===== src/rtl/nibble_serial_adder.sv =====
// Multi-cycle WIDTH-bit adder sequencing one shared 4-bit ripple-carry adder, LSB nibble first.
// Optional subtract mode is enabled by defining NIBBLE_SERIAL_SUB_EN (adds the sub port).

module fourbit_FA_H (
    input  logic [3:0] a,
    input  logic [3:0] b,
    input  logic       c_in,
    output logic [3:0] sum,
    output logic       c_out
);
    logic carry;

    always_comb begin
        carry = c_in;
        sum   = '0;
        for (int unsigned i = 0; i < 4; i++) begin
            sum[i] = a[i] ^ b[i] ^ carry;
            carry  = (a[i] & b[i]) | (carry & (a[i] ^ b[i]));
        end
        c_out = carry;
    end
endmodule

module nibble_serial_adder #(
    parameter int WIDTH = 16
) (
    input  logic             clk,
    input  logic             rst,
    input  logic             start,
    input  logic [WIDTH-1:0] a,
    input  logic [WIDTH-1:0] b,
    input  logic             c_in,
`ifdef NIBBLE_SERIAL_SUB_EN
    input  logic             sub,
`endif
    output logic             busy,
    output logic             done,
    output logic [WIDTH-1:0] sum,
    output logic             c_out
);
    localparam int NIB = WIDTH / 4;
    localparam int CW  = (NIB > 1) ? $clog2(NIB) : 1;

    typedef enum logic [1:0] {IDLE, RUN, DONE} state_t;

    state_t           state, state_next;
    logic [WIDTH-1:0] a_reg, b_reg, psum, psum_next;
    logic [WIDTH-1:0] b_in;
    logic             cin_in;
    logic             carry_reg;
    logic [CW-1:0]    cnt;
    logic             last;
    logic [3:0]       add_sum;
    logic             add_c;

`ifdef NIBBLE_SERIAL_SUB_EN
    // Subtraction as a + ~b + 1; c_out=1 then means no borrow.
    assign b_in   = sub ? ~b : b;
    assign cin_in = sub ? 1'b1 : c_in;
`else
    assign b_in   = b;
    assign cin_in = c_in;
`endif

    fourbit_FA_H u_fa (
        .a     (a_reg[3:0]),
        .b     (b_reg[3:0]),
        .c_in  (carry_reg),
        .sum   (add_sum),
        .c_out (add_c)
    );

    // New nibble enters at the MSB end; written as a shift-or so WIDTH=4 needs no special case.
    assign psum_next = (psum >> 4) | (WIDTH'(add_sum) << (WIDTH - 4));
    assign last      = (cnt == CW'(NIB - 1));

    always_ff @(posedge clk or posedge rst) begin
        if (rst) state <= IDLE;
        else     state <= state_next;
    end

    always_comb begin
        state_next = state;
        busy       = 1'b0;
        done       = 1'b0;
        unique case (state)
            IDLE: if (start) state_next = RUN;
            RUN: begin
                busy = 1'b1;
                if (last) state_next = DONE;
            end
            DONE: begin
                busy       = 1'b1;
                done       = 1'b1;
                state_next = IDLE;
            end
            default: state_next = IDLE;
        endcase
    end

    always_ff @(posedge clk or posedge rst) begin
        if (rst) begin
            a_reg     <= '0;
            b_reg     <= '0;
            psum      <= '0;
            carry_reg <= 1'b0;
            cnt       <= '0;
            sum       <= '0;
            c_out     <= 1'b0;
        end else begin
            unique case (state)
                IDLE: if (start) begin
                    a_reg     <= a;
                    b_reg     <= b_in;
                    carry_reg <= cin_in;
                    cnt       <= '0;
                    psum      <= '0;
                end
                RUN: begin
                    psum      <= psum_next;
                    carry_reg <= add_c;
                    a_reg     <= a_reg >> 4;
                    b_reg     <= b_reg >> 4;
                    cnt       <= cnt + 1'b1;
                    if (last) begin
                        sum   <= psum_next;
                        c_out <= add_c;
                    end
                end
                default: ;
            endcase
        end
    end
endmodule


===== config.mk =====
export PLATFORM = sky130hd
export DESIGN_NAME = nibble_serial_adder
export DESIGN_NICKNAME = d
export VERILOG_FILES = /design/src/rtl/nibble_serial_adder.sv
export SDC_FILE = /design/constraint.sdc
export NUM_CORES = 1
export LEC_CHECK = 0
export CAP_MARGIN = 30
export CORE_ASPECT_RATIO = 1.75
export CORE_UTILIZATION = 45
export CTS_BUF_LIST = sky130_fd_sc_hd__clkbuf_16
export CTS_CLUSTER_SIZE = 10
export DETAILED_ROUTE_END_ITERATION = 12
export PLACE_DENSITY = 0.82
export SLEW_MARGIN = 15
export SYNTH_ARGS = -nofsm -noshare
export SYNTH_HDL_FRONTEND = slang
export SYNTH_SLANG_ARGS = --single-unit

===== constraint.sdc =====
create_clock -name clk -period 2.1 [get_ports clk]
set_clock_uncertainty 0.05 [all_clocks]
set_input_delay 0.42 -clock clk [delete_from_list [all_inputs] [get_ports clk]]
set_output_delay 0.42 -clock clk [all_outputs]
set_load 0.01 [all_outputs]

==> results of run 1 <==
[stage by stage]
step	util [%]	power, mW
global placement	57.5	5.29
finish	62.9	7.22
detailed placement	57.5	5.46
CTS	62.7	7.18
global route	62.9	7.69
floorplan	-	4.45
[final cells by class]
class                      instances  area, um^2  share of cell area [%]
clock buffer                       9         225                    5.43
clock inverter                     6        82.6                    1.99
inverter                          12        48.8                    1.18
multi-input combinational        160        1310                    31.7
sequential                        66        1650                    39.8
tap                               82         103                    2.48
timing repair buffer              71         721                    17.4
[worst register-to-register path, cell delays in order, from the launching register on]
cell and delay (ns):
dfrtp_1 0.39, inv_2 0.07, fa_2 0.20, inv_2 0.04, fa_2 0.34, fa_2 0.35, inv_2 0.07, fa_2 0.46
o21ai_2 0.15
[metal layers]
metal  track usage (%)  vias to the layer above  part of all wire [%]
met1              26.1                     1203                    39
li1                  -                     1086                     -
met5                 0                        -                     0
met4              11.7                        0                   2.5
met3              5.08                       16                   2.9
met2              40.5                       67                    55
[power by group through the flow]
stage | registers [mW] | logic (mW) | clock network, mW
6_report | 2.32 | 3.35 | 1.56
3_5_place_dp | 2.31 | 3.16 | 0
5_1_grt | 2.38 | 3.68 | 1.63
4_1_cts | 2.31 | 3.30 | 1.56
2_1_floorplan | 2.24 | 2.21 | 0
3_3_place_gp | 2.27 | 3.02 | 0
[path summary, 6_finish.rpt]
path	startpoint	slack (ns)	end	depth (start not counted)
setup reg to reg	a_reg[0]	-0.08	sum[15]	8
hold reg to reg	sum[12]	0.45	sum[12]	2
setup / recovery	a_reg[0]	-0.08	sum[15]	8
min in group clk	sum[12]	0.45	sum[12]	2
hold / removal	rst	0.42	a_reg[11]	2
max in group asynchronous	rst	1.12	sum[5]	3
[kinds of logic after synthesis]
kind of cell | share of synthesized area [%]
AO/OA/AOI/OAI | 21.2
multiplexers | 10.6
buffers and inverters | 5.54
AND/OR/NAND/NOR | 5.46
adder cells (fa/ha/maj) | 4.18
flip-flops | 53.0
[layout by cell type (no fill, tap or decap), drive strengths merged, types with 11 or more instances in the layout]
| master | count |
|---|---|
| o21ai | 11 |
| a21oi | 17 |
| o22ai | 28 |
| clkdlybuf4s50 | 53 |
| a22o | 21 |
| dfrtp | 66 |
| buf | 17 |
| mux2 | 28 |
| inv | 11 |
[timing repair]
item / 4_1_cts / 5_1_grt
resized for setup: 11 / 4
setup endpoints to repair: 4 / 5
pin swaps: 3 / 1
buffers inserted: 2 / 1
==> impl_metrics.toml, run 1 <==
[status]
status = "finished, violations left"
failed_checks = "negative setup slack"

[timing]
period_share_pct = 104
worstMarginPinSlew_ns = 0.670
finalHoldWorstSlack_ns = 0.418
setup-tns-final_ns = -0.163
setup-violations-final = 2
rsz0062_at_grt = "true"
finalHoldViolations = 0
max_slew_margin_pct = 55.3
max_freq_ghz = 0.458
setup_ws_ns = -0.0848
slew_viol_final = 0
period_minus_slack_ns = 2.18

[synth]
yosys-top-cells-area = "dfrtp_1, mux2_2, a22o_1"
yosys_most_used_dff = "dfrtp_1"
synth_cells = 258
synth_warnings = 0
ys_ff_latch = 66
netlist_area_mm2 = 0.00311
async_reset_ff_share_pct = 100
syn_avg_cell_area_um2 = 12.1
synth_most_common_cell = "dfrtp_1"
mappedNetlistNets = 302
ys_types = 29
ys_seq_area_share_pct = 53.0
synth_top_area_cell = "dfrtp_1"
synth_top_area_share_pct = 53.0
synth_enable_flop_cells = 0
synth_common_cells = "dfrtp_1, mux2_2, o22ai_1"

[power]
clkPwrFrac_pct = 21.6
p_leak_nw = 1.81
p_comb_share_pct = 46.4
power.density_mw_per_mm2 = 1740
swShare_pct = 35.5
p_switching_mw = 2.56
p_int_mw = 4.66
ir_drop_mv = 0.750
p_seq_share_pct = 32.1

[critical_path]
slowest_stage = "fa_2"
path_cells = "inv_2 > fa_2 > inv_2 > fa_2 > fa_2 > inv_2 > fa_2 > o21ai_2"
worstPathRequired_ns = 2.30
cp_num_buf_inv = 3
critPathKind = "reg -> reg"
slowest_delay_ns = 0.46
endpoint_kind = "register"
crit_fanout = 2
cp.arrival_ns = 2.39
critical_path.top_delay_family = "adder cells"
start_kind = "register"
crit_top_cell = "fa_2"

[placement]
portBuffers = 54
dpl-instance-area_mm2 = 0.00379
numPlacedInstances = 388
gp_congestion = 0.801
hpwl_mm = 5.02
pre_cts_slack_ns = -0.199

[worst_hold_path]
hp-class = "in -> async"

[cts]
clk_latency_ns = 0.33
holdBufCountCts = 0
htree_levels = 3
cts_buffers = 9
clkTransAtPathRegs_ns = 0.06
cts_buffer_depth = 2
cts.sinks = 66
cts_tree = "yes"
cts-root-buf = "clkbuf_16"

[final_layout]
syn_to_final_growth_pct = 33.1
drive_gt1_share_pct = 26.2
fillers = 510
final_nets = 364
stdcell_area_mm2 = 0.00415
diodes = 0
layout.cells.non_filler = 406

[route]
dr_total_vias = 2372
via_per_inst = 5.84
first_pass_iters = 4
ant_nets = 0
post_drt_wl_per_cell_um = 18.5
drc_errors = 0
drt_iter0_drc = 150
wl_mm = 7.50

[run]
drv_cap = 0

[grt]
antenna_found_initial = 0
track_usage_pct = 23.3
grt_max_degree = 36
overflow = 0
grt_pass1_wl_mm = 12.5
grt_pass1_vias = 2538

[floorplan]
core_area_mm2 = 0.00659
std_cell_rows = 39
die_w_um = 64.9
die_area_mm2 = 0.00727
die_height_um = 112
ios = 55
floorplan.initialDensity_pct = 47.3
Power figures use the tool's default switching activity.
==> inputs of run 2 (changes only) <==
Settings changed: GPL_ROUTABILITY_DRIVEN from default to 0, REMOVE_ABC_BUFFERS from default to 1.
==> run 2 against run 1 <==
Net effect: the flow still finishes with violations (negative setup slack); clock power is 17% lower; first-iteration DRC count is 4.7% lower; setup slack improved by 0.065 ns; die area unchanged; combinational power about the same; sequential power barely moved; global-route usage decreased by 2.0 points; maximum frequency up 3.1%; critical path depth unchanged; utilization fell by 0.63 points; cell count rose by 0.99%; count of clock-buffer cells in the layout did not move; critical path type unchanged.
==> impl_metrics.toml, run 2 (synthesis gave the netlist of run 1 again) <==
[status]
status = "finished, violations left"
failed_checks = "negative setup slack"

[cts]
holdBufCountCts = 0
cts-root-buf = "clkbuf_16"
cts_tree = "yes"
cts.sinks = 66
clkTransAtPathRegs_ns = 0.05
clk_latency_ns = 0.33
cts_buffer_depth = 2
htree_levels = 3
cts_buffers = 9

[power]
ir_drop_mv = 0.819
power.density_mw_per_mm2 = 1690
finalPower_mw = 6.93
p_leak_nw = 1.79

[floorplan]
std_cell_rows = 39
die_area_mm2 = 0.00727
die_height_um = 112
die_w_um = 64.9
ios = 55
core_area_mm2 = 0.00659
floorplan.initialDensity_pct = 47.3

[final_layout]
final_nets = 367
layout.cells.non_filler = 410
multi_input_area_mm2 = 0.00131
fillers = 530
drive_gt1_share_pct = 26.2
final-seq-area_mm2 = 0.00165
layout_common_cells = "dfrtp_1, clkdlybuf4s50_1, mux2_2, o22ai_1, a22o_1"
layout_commonest_cell = "dfrtp_1"
utilization_pct = 62.3
diodes = 0
syn_to_final_growth_pct = 31.8

[timing]
period_minus_slack_ns = 2.12
max_freq_ghz = 0.472
setup-tns-final_ns = -0.0201
max_slew_margin_pct = 52.5
setup_ws_ns = -0.0201
slew_viol_final = 0
rsz0062_at_grt = "true"
setup-violations-final = 1
period_share_pct = 101
worstMarginPinSlew_ns = 0.711
finalHoldViolations = 0

[route]
drt_iter0_drc = 143
dr_total_vias = 2369
post_drt_wl_per_cell_um = 17.1
via_per_inst = 5.78
drc_errors = 0
first_pass_iters = 4
ant_nets = 0
wl_mm = 7.02

[grt]
antenna_found_initial = 0
grt_pass1_wl_mm = 11.6
grt_pass1_vias = 2445
grt_max_degree = 32
track_usage_pct = 21.3
overflow = 0

[critical_path]
worstPathRequired_ns = 2.30
cp.arrival_ns = 2.32
endpoint_kind = "register"
start_kind = "register"
critPathKind = "reg -> reg"
crit_fanout = 2

[placement]
numPlacedInstances = 392
portBuffers = 54
hpwl_mm = 4.97

[worst_hold_path]
hp-class = "in -> async"

[run]
drv_cap = 0
[run 2: changes by cell type in the layout (fill, tap and decap cells not counted)]
cell             change
nand2b_2             +1
buf_4                +4
bufinv_16            -2
fa_1                 +1
dlymetal6s2s_1       -1
buf_12               -1
inv_1                +2
fa_2                 -1
nand2b_1             -1
clkinv_1             +1
clkdlybuf4s50_1      +1
[run 2: worst paths after layout]
path	slack [ns]	endpoint	cells past startpoint	from
min reg2reg	0.43	sum[12]	2	sum[12]
min	0.32	sum[3]	2	rst
max	-0.02	psum[15]	8	a_reg[0]
min in group clk	0.43	sum[12]	2	sum[12]
max reg2reg	-0.02	psum[15]	8	a_reg[0]
max in group asynchronous	1.20	a_reg[1]	3	rst
[run 2: per-layer routing]
metal  vias up  routed length, um  GRT usage, %
li1       1092                  -             -
met1      1189               2750          24.6
met2        69               3830          36.4
met3        19                228          3.35
met4         0                215          12.3
met5         -                  0             0
[run 2: worst max-delay path, stage by stage, from the launching register on]
cell and delay [ns]:
dfrtp_1 0.39, inv_2 0.07, fa_1 0.16, inv_1 0.05
fa_2 0.34, fa_2 0.35, inv_2 0.06, fa_2 0.45
o21ai_2 0.13
[run 2: per-stage QoR]
step                hold slack [ns]  area, um^2  setup WS, ns
global route                  0.373        4100       -0.0967
detailed placement            0.429        3800        -0.107
global placement              0.419        3800       -0.0395
floorplan                     0.412        2990        -0.611
finish                        0.324        4100       -0.0201
CTS                           0.339        4100       -0.0204
[run 2: what timing repair did]
action,in CTS,in global routing
setup endpoints to repair,3,9
gates resized for setup,10,3
buffers inserted,2,0
pin swaps,3,1
[run 2: final cells by class]
| cell class | instances | share of cell area, % |
|---|---|---|
| clock buffer | 9 | 5.49 |
| clock inverter | 7 | 0.915 |
| inverter | 12 | 1.10 |
| multi-input combinational | 160 | 32.0 |
| sequential | 66 | 40.2 |
| tap | 82 | 2.50 |
| timing repair buffer | 74 | 17.7 |
[run 2: power by group]
group | leakage (nW) | internal (mW) | switching (mW)
Combinational | 0.837 | 1.79 | 1.55
Clock | 0.130 | 0.781 | 0.522
Sequential | 0.821 | 1.86 | 0.432
Total | 1.79 | 4.43 | 2.50
